**src/rtl/uart_cmd_rx.sv**
```systemverilog
// uart_cmd_rx: UART receiver that turns each good byte into one register write.
// byte[7:5] -> address, byte[4:0] -> data, committed by a one-cycle write_strobe.
// Optional feature macro: UART_RX_PARITY_EN (8E1 frames with an even-parity check).
// Without the macro the frame format is 8N1 and no parity logic is built.

module uart_cmd_rx #(
  parameter int unsigned CLKS_PER_BIT = 87
) (
  input  logic       clk,
  input  logic       rst,
  input  logic       rx,
  output logic       write_strobe,
  output logic [2:0] address,
  output logic [4:0] data,
  output logic       frame_error,
  output logic       rx_busy
);

  // Counter compare points: last cycle of a bit, and mid-start-bit.
  localparam logic [11:0] CntLast = 12'(CLKS_PER_BIT - 1);
  localparam logic [11:0] CntHalf = 12'((CLKS_PER_BIT - 1) / 2);

  typedef enum logic [2:0] {
    StIdle     = 3'd0,
    StStart    = 3'd1,
    StData     = 3'd2,
`ifdef UART_RX_PARITY_EN
    StParity   = 3'd3,
`endif
    StStop     = 3'd4,
    StWaitHigh = 3'd5
  } state_e;

  state_e      state_q, state_d;
  logic [11:0] cnt_q, cnt_d;
  logic [2:0]  idx_q, idx_d;
  logic [7:0]  shift_q, shift_d;

  logic        rx_meta_q;
  logic        rx_s_q;

  logic        write_strobe_q, write_strobe_d;
  logic        frame_error_q, frame_error_d;
  logic [2:0]  address_q, address_d;
  logic [4:0]  data_q, data_d;

  logic        cnt_last;
  logic        stop_sample;
  logic        parity_ok;
  logic        frame_good;

`ifdef UART_RX_PARITY_EN
  logic        parity_q, parity_d;
`endif

  // Two-flop synchronizer; idles at 1 so reset never looks like a start bit.
  always_ff @(posedge clk) begin
    if (rst) begin
      rx_meta_q <= 1'b1;
      rx_s_q    <= 1'b1;
    end else begin
      rx_meta_q <= rx;
      rx_s_q    <= rx_meta_q;
    end
  end

  assign cnt_last    = (cnt_q == CntLast);
  assign stop_sample = (state_q == StStop) && cnt_last;

`ifdef UART_RX_PARITY_EN
  // Even parity: data bits XOR parity bit must be zero.
  assign parity_ok = ~(^{shift_q, parity_q});
`else
  assign parity_ok = 1'b1;
`endif

  assign frame_good = rx_s_q && parity_ok;

  // State register and receive datapath.
  always_ff @(posedge clk) begin
    if (rst) begin
      state_q <= StIdle;
      cnt_q   <= '0;
      idx_q   <= '0;
      shift_q <= '0;
`ifdef UART_RX_PARITY_EN
      parity_q <= 1'b0;
`endif
    end else begin
      state_q <= state_d;
      cnt_q   <= cnt_d;
      idx_q   <= idx_d;
      shift_q <= shift_d;
`ifdef UART_RX_PARITY_EN
      parity_q <= parity_d;
`endif
    end
  end

  // Next-state: bit timing, sampling and frame sequencing.
  always_comb begin
    state_d = state_q;
    cnt_d   = cnt_q + 12'd1;
    idx_d   = idx_q;
    shift_d = shift_q;
`ifdef UART_RX_PARITY_EN
    parity_d = parity_q;
`endif
    unique case (state_q)
      StIdle: begin
        cnt_d = '0;
        if (!rx_s_q) begin
          state_d = StStart;
        end
      end
      StStart: begin
        if (cnt_q == CntHalf) begin
          cnt_d = '0;
          idx_d = '0;
          // A start bit that is high again at mid-bit was only a glitch.
          state_d = rx_s_q ? StIdle : StData;
        end
      end
      StData: begin
        if (cnt_last) begin
          cnt_d          = '0;
          shift_d[idx_q] = rx_s_q;
          idx_d          = idx_q + 3'd1;
          if (idx_q == 3'd7) begin
`ifdef UART_RX_PARITY_EN
            state_d = StParity;
`else
            state_d = StStop;
`endif
          end
        end
      end
`ifdef UART_RX_PARITY_EN
      StParity: begin
        if (cnt_last) begin
          cnt_d    = '0;
          parity_d = rx_s_q;
          state_d  = StStop;
        end
      end
`endif
      StStop: begin
        if (cnt_last) begin
          cnt_d   = '0;
          state_d = frame_good ? StIdle : StWaitHigh;
        end
      end
      StWaitHigh: begin
        // Hold off until the line returns high so a break is not read as start bits.
        cnt_d = '0;
        if (rx_s_q) begin
          state_d = StIdle;
        end
      end
      default: begin
        cnt_d   = '0;
        state_d = StIdle;
      end
    endcase
  end

  // Registered outputs of the write bus and error pulse.
  always_ff @(posedge clk) begin
    if (rst) begin
      write_strobe_q <= 1'b0;
      frame_error_q  <= 1'b0;
      address_q      <= '0;
      data_q         <= '0;
    end else begin
      write_strobe_q <= write_strobe_d;
      frame_error_q  <= frame_error_d;
      address_q      <= address_d;
      data_q         <= data_d;
    end
  end

  // Output decode: stop sample either commits the byte or flags the frame.
  always_comb begin
    write_strobe_d = stop_sample && frame_good;
    frame_error_d  = stop_sample && !frame_good;
    address_d      = address_q;
    data_d         = data_q;
    if (write_strobe_d) begin
      address_d = shift_q[7:5];
      data_d    = shift_q[4:0];
    end
  end

  assign write_strobe = write_strobe_q;
  assign frame_error  = frame_error_q;
  assign address      = address_q;
  assign data         = data_q;
  assign rx_busy      = (state_q != StIdle);

`ifndef SYNTHESIS
  a_excl: assert property (@(posedge clk) disable iff (rst)
    !(write_strobe_q && frame_error_q));
  a_strobe_one: assert property (@(posedge clk) disable iff (rst)
    write_strobe_q |=> !write_strobe_q);
  a_ferr_one: assert property (@(posedge clk) disable iff (rst)
    frame_error_q |=> !frame_error_q);
`endif

endmodule
```
**config.mk**
```make
export PLATFORM = sky130hd
export DESIGN_NAME = uart_cmd_rx
export DESIGN_NICKNAME = d
export VERILOG_FILES = /design/src/rtl/uart_cmd_rx.sv
export SDC_FILE = /design/constraint.sdc
export NUM_CORES = 1
export LEC_CHECK = 0
export CORE_MARGIN = 1.5
export CORE_UTILIZATION = 50
export DETAILED_ROUTE_END_ITERATION = 8
export HOLD_SLACK_MARGIN = 0.05
export PLACE_DENSITY = 0.75
export RECOVER_POWER = 25
export SYNTH_ARGS = -nofsm -noshare
export SYNTH_HDL_FRONTEND = slang
export SYNTH_SLANG_ARGS = --single-unit
export TNS_END_PERCENT = 5
```
**constraint.sdc**
```tcl
create_clock -name clk -period 2.2 [get_ports clk]
set_clock_uncertainty 0.05 [all_clocks]
set_input_delay 0.22 -clock clk [delete_from_list [all_inputs] [get_ports clk]]
set_output_delay 0.22 -clock clk [all_outputs]
set_load 0.02 [all_outputs]
```
==> results of run 1 <==
## sequential cells by signal, summed over array words and instances (netlist names)
signal,cells
cnt_q,12
shift_q,8
data,5
address,3
idx_q,3
state_q,3
frame_error,1
frame_good,1
rx_meta_q,1
write_strobe,1
## synthesized netlist by cell type
cell type  instances  area share (%)
a2111oi_0          1            0.50
a21oi_1            3            0.86
and2_1             3             1.1
and3_1             2            0.72
buf_2              3            0.86
clkbuf_1           7             1.5
dfxtp_1           38              44
ha_1               4             2.9
inv_1              1            0.22
mux2_1             1            0.65
mux2i_1           19              11
nand2_1            4            0.86
nand2b_1           3             1.1
nand2b_4           1            0.79
nand3_1           11             3.2
nand4_1            1            0.36
nand4bb_1          1            0.65
nor2_1            43             9.3
nor2b_1            3             1.1
nor3_1             4             1.2
nor3b_1            1            0.43
nor4_2             1            0.72
nor4_4             1             1.2
nor4b_2            1            0.86
o2111ai_1          1            0.50
o211ai_1           3             1.3
o21a_1             1            0.43
o21bai_1           1            0.43
o2bb2ai_2          1            0.86
o311ai_1           1            0.50
o31ai_1            2            0.86
or2_2              2            0.72
or3_1              1            0.36
or3b_1             1            0.50
or3b_2             1            0.50
or4_1              1            0.43
or4_4              2             1.3
xnor2_1            4             2.0
xor2_1             7             3.5
## area by class of cell
| class | instances | area share [%] |
|---|---|---|
| Sequential cell | 38 | 37.9 |
| Multi-Input combinational cell | 137 | 46.3 |
| Tap cell | 46 | 2.86 |
| Timing Repair Buffer | 20 | 8.70 |
| Clock buffer | 6 | 2.55 |
| Inverter | 1 | 0.186 |
| Clock inverter | 1 | 1.49 |
## where the power goes
group / switching, mW / leakage, nW / internal, mW
Clock: 0.213 / 0.0443 / 0.264
Sequential: 0.00353 / 0.308 / 0.691
Combinational: 0.0214 / 0.502 / 0.0148
## path summary, 6_finish.rpt
path / to / from / cells after the start
max: state_q[2] / cnt_q[0] / 6
min: rx_meta_q / rx / 2
max reg2reg: state_q[2] / cnt_q[0] / 6
min reg2reg: frame_good / rx_meta_q / 1
## metrics by stage
step | std cells | hold slack [ns] | setup slack (ns) | power [mW] | area, µm²
6_report | 249 | 0.391 | 0.0834 | 1.21 | 2010
5_1_grt | 249 | 0.373 | 0.0113 | 1.26 | 2010
4_1_cts | 249 | 0.379 | 0.0353 | 1.22 | 2020
3_5_place_dp | 242 | 0.372 | 0.0671 | 0.747 | 1940
3_3_place_gp | 242 | 0.351 | 0.168 | 0.746 | 1940
2_1_floorplan | 186 | 0.274 | 0.208 | 0.734 | 1740
## logic make-up (layout without fill, tap and decap cells)
family | Yosys count | count (layout) | share of synthesized area [%]
AOI/OAI and AO/OA | 14 | 14 | 6.27
xor gates and xnor gates | 11 | 11 | 5.55
adders and majority gates | 4 | 4 | 2.88
buffers and inverters | 11 | 28 | 2.59
DFF | 38 | 38 | 43.8
muxes | 20 | 20 | 11.6
and+or+nand+nor | 88 | 88 | 27.3
## routing by layer
metal  track usage (%)  routed length, µm
met1              23.2               1500
met2              30.8               1440
met3              7.45                 95
met4              8.51                 55
met5                 0                  0
## what timing repair did
| item | CTS | global route |
|---|---|---|
| endpoints found under the setup margin | 0 | 2 |
| hold buffers | 0 | 0 |
| gates resized for setup | 0 | 3 |
==> metrics.md, run 1 <==
| Metric | Value |
|---|---|
| Number of antenna diodes | 0 |
| Vias in the first global route | 1221 |
| R2r setup slk | 0.08 ns |
| Slew Limit Headroom | 41.5% |
| Io pins | 14 |
| Routed len/inst | 12.4 µm |
| Slew Viols, Final | 0 |
| IO Port Bufs | 13 |
| CP Data Required Time | 2.42 ns |
| Via density | 5.21 |
| CP top delay family | simple AND/OR/NAND/NOR gates |
| RSZ-0062 raised after global routing | false |
| Vias | 1298 |
| Synth unique cells | 39 |
| # setup viols final | 0 |
| Final net count | 210 |
| Maxcap violations | 0 |
| Critical path capture point type | flip-flop |
| Cts bufs inserted | 5 |
| Number of fill cells in the layout | 302 |
| Area of the multi-input gates | 933 µm² |
| Die area | 3840 µm² |
| Critical path class | reg -> reg |
| Power per cell area | 600 nW/µm² |
| Crit path cell chain | ha_2, nand2_1, or4_4, o2bb2ai_2, or4_1, a21oi_1 |
| Layout cells sized above 1 | 12.3% |
| Reg area | 763 µm² |
| Most common cell after layout, fill and taps aside | nor2_1 |
| First-pass GRT wire length | 5.40 mm |
| Crit-path max cell delay | 0.54 ns |
| Least-Margin Pin Slew | 0.878 ns |
| TritonCTS clock tree | built |
| TritonRoute pass-1 iters | 4 |
| Setup bufs post-CTS | 0 |
| Final worst-path cycle share | 96.2% |
| Synth Register Bits | 38 |
| Worst path bufs/invs | 0 |
| Seq/Total Area, Yosys | 43.8% |
| Die W | 61.9 µm |
| Routability cong. | 0.799 |
| GRT Util Overall | 19.4% |
| Most frequent cells in the layout | nor2_1, dfxtp_1, mux2i_1 |
| Setup TNS | 0 ns |
| Worst endpoint data arrival time | 2.33 ns |
| Clock slew at reported path FFs | 0.10 ns |
| Final Hold Vio Count | 0 |
| Max Freq | 472 MHz |
| Util after Layout | 60.4% |
| Routed WL | 3.08 mm |
| CP max stage cell | or4_1 |
| Initial DRC count | 75 |
| Static leakage | 0.854 nW |
| CP Launch Type | flip-flop |
| Status | complete, no violations |
| TritonCTS Sinks | 38 |
| Synthesis-to-finish area growth | 16.0% |
| DP HPWL | 2.28 mm |
| Min Clock Period, post-route | 2.12 ns |
| Core area | 3340 µm² |
| Die height | 61.9 µm |
| Max VDD drop | 0.376 mV |
| Yosys warns | 0 |
| Clk buf depth | 2 |
| Hold Path Class | in -> reg |
| ANT nets after route | 0 |
| Syn_area_per_cell | 9.34 µm² |
| FP Rows | 21 |
| CTS HTree Levels | 2 |
| GRT Residual Overflow | 0 |
| Antenna violations before repair | 0 |
| Initial Util | 52.0% |
| Clock latency on the worst-skew pair | 0.34 ns |
| DR DRC count | 0 |
| Post-synthesis cell area | 1740 µm² |
| Largest net degree at the start of global routing | 23 |
| Syn_nets | 193 |
| Crit path max fanout | 5 |
| Post-Synthesis Cells | 186 |
| Root buffer cell | clkbuf_4 |
Power figures use the tool's default switching activity.
==> run 2, diff against run 1 <==
- CELL_PAD_IN_SITES_DETAIL_PLACEMENT: default -> 0
- CELL_PAD_IN_SITES_GLOBAL_PLACEMENT: default -> 1
- CORE_UTILIZATION: 50 -> 44
- PLACE_DENSITY: 0.75 -> 0.83
==> run 2 against run 1 <==
  * First-iteration DRC count is 13% higher
  * Maximum frequency grew 1.9%
  * Global-route usage shrank 3.2 points
  * Non-clock buffer count did not move
  * Count of clock-buffer cells in the layout is the same
  * Core utilization is 6.0 points lower
  * Combinational power is 2% higher
  * Via count rose by 0.69%
  * Sequential share of layout area decreased by 0.18 points
  * Worst hold slack got worse by 0.028 ns
  * Critical path type unchanged
  * Largest cell class unchanged
==> metrics.md, run 2 (same netlist as run 1, synthesis figures left out) <==
| Metric | Value |
|---|---|
| Power per cell area | 589 nW/µm² (-1.8%) |
| Endpoint, Worst Hold | frame_good |
| Vias | 1307 (+0.69%) |
| Post-cts sizing count | 0 (unchanged) |
| Initial Util | 46.7% (-5.3 points) |
| Routed len/inst | 12.6 µm (+1.8%) |
| Power Total | 1.19 mW (-1.5%) |
| Crit path max fanout | 4 (-1) |
| Clk buf depth | 2 (unchanged) |
| TritonCTS clock tree | built |
| GRT Util Overall | 16.2% (-3.2 points) |
| RR Startpoint | cnt_q[1] |
| Worst R2R Path Depth | 6 (unchanged) |
| Area of the multi-input gates | 933 µm² (unchanged) |
| First-pass GRT wire length | 5.34 mm (-1.1%) |
| # setup viols final | 0 (unchanged) |
| Placed cells | 244 (+0.83%) |
| Clock slew at reported path FFs | 0.07 ns (-0.03 ns) |
| Number of fill cells in the layout | 340 (+13%) |
| Critical R2R Capture | state_q[2] |
| Global Route met1 Usage | 23.0% (-0.22 points) |
| ANT nets after route | 0 (unchanged) |
| R2r setup slk | 0.12 ns (+0.04 ns) |
| IO Port Bufs | 13 (unchanged) |
| Critical path capture point type | flip-flop |
| GRT Residual Overflow | 0 (unchanged) |
| Die W | 65.8 µm (+6.3%) |
| TritonRoute pass-1 iters | 4 (unchanged) |
| Slew Limit Headroom | 36.7% (-4.8 points) |
| Final Hold Vio Count | 0 (unchanged) |
| DP HPWL | 2.24 mm (-1.7%) |
| Design area | 2020 µm² (+0.31%) |
| Largest Register | cnt_q |
| CTS HTree Levels | 2 (unchanged) |
| Global routing's busiest layer | met1 |
| Largest net degree at the start of global routing | 24 (+4.3%) |
| Static leakage | 0.860 nW (+0.72%) |
| Root buffer cell | clkbuf_8 |
| RSZ-0062 raised after global routing | false |
| Slew Viols, Final | 0 (unchanged) |
| Maxcap violations | 0 (unchanged) |
| Least-Margin Pin Slew | 0.949 ns (+0.0715 ns) |
| Most common cell after layout, fill and taps aside | nor2_1 |
| Place WS | 0.113 ns (+0.0454 ns) |
| M3 GR Usage | 4.60% (-2.9 points) |
| Routed WL | 3.15 mm (+2.2%) |
| Die height | 65.8 µm (+6.3%) |
| Hold path depth | 1 (-1) |
| Number of flip-flops in the largest register | 12 (unchanged) |
| Io pins | 14 (unchanged) |
| Layout cells sized above 1 | 11.9% (-0.43 points) |
| CP Launch Type | flip-flop |
| Max Freq | 481 MHz (+1.9%) |
| Status | complete, no violations |
| Initial DRC count | 85 (+13%) |
| Final worst-path cycle share | 94.5% (-1.8 points) |
| Synthesis-to-finish area growth | 16.4% |
| Setup bufs post-CTS | 0 (unchanged) |
| FP Rows | 22 (+4.8%) |
| Die area | 4330 µm² (+13%) |
| Non-filler instance count after layout | 250 (+0.40%) |
| Core area | 3720 µm² (+11%) |
| Setup TNS | 0 ns (unchanged) |
| Hold buffers post-CTS | 0 (unchanged) |
| Routability cong. | 0.786 (-1.6%) |
| Max VDD drop | 0.410 mV (+9.0%) |
| Worst endpoint data arrival time | 2.25 ns (-0.08 ns) |
| Placed Instance Area | 1940 µm² (+0.13%) |
| DR DRC count | 0 (unchanged) |
| Final hold slack | 0.363 ns (-0.0281 ns) |
| Min Clock Period, post-route | 2.08 ns (-0.0385 ns) |
| Via density | 5.23 (+0.29%) |
| Number of antenna diodes | 0 (unchanged) |
| Hold Path Class | reg -> reg |
| TritonCTS Sinks | 38 (unchanged) |
| Grt met2 use | 22.5% (-8.4 points) |
| CP Data Required Time | 2.37 ns (-0.05 ns) |
| Vias in the first global route | 1163 (-4.8%) |
| Util after Layout | 54.4% (-6.0 points) |
| Hold path startpoint | rx_meta_q |
| PnR worst setup slack | 0.122 ns (+0.0385 ns) |
| Critical path class | reg -> reg |
| Final net count | 210 (unchanged) |
| Antenna violations before repair | 0 (unchanged) |
| Reg area | 762 µm² (-0.16%) |
| Clock latency on the worst-skew pair | 0.28 ns (-0.06 ns) |
| Most frequent cells in the layout | nor2_1, dfxtp_1, mux2i_1 |
| Cts bufs inserted | 5 (unchanged) |
run 2: per-layer routing:
| metal | share of wire (%) | up-vias |
|---|---|---|
| li1 | - | 670 |
| met1 | 51 | 611 |
| met2 | 44 | 20 |
| met3 | 3.7 | 6 |
| met4 | 1.3 | 0 |
| met5 | 0 | - |
run 2: critical path: stages (launching register included):
cell	delay, ns
dfxtp_1	0.37
ha_2	0.22
nand2_1	0.10
or4_4	0.44
o2bb2ai_2	0.15
or4_1	0.52
a21oi_1	0.15
run 2: final cells by class:
| class | instances | share of cell area (%) |
|---|---|---|
| Inverter | 1 | 0.186 |
| Timing Repair Buffer | 20 | 8.85 |
| Tap cell | 48 | 2.97 |
| Clock buffer | 6 | 4.09 |
| Multi-Input combinational cell | 137 | 46.2 |
| Sequential cell | 38 | 37.7 |
run 2: power breakdown:
part           internal [mW]  total, mW  leakage (nW)  switching (mW)
Clock                  0.241      0.458        0.0431           0.217
Combinational         0.0148     0.0369         0.510          0.0221
Sequential             0.691      0.695         0.307         0.00340
run 2: how the worst max path moves through the flow:
stage	slack (ns)	start	endpoint	cells after the start
finish	0.12	cnt_q[1]	state_q[2]	6
global route	0.01	cnt_q[1]	state_q[2]	6
CTS	0.08	cnt_q[0]	state_q[2]	6
detailed placement	0.11	cnt_q[0]	state_q[2]	6
global placement	0.16	cnt_q[0]	state_q[2]	6
floorplan	0.21	cnt_q[0]	state_q[2]	6
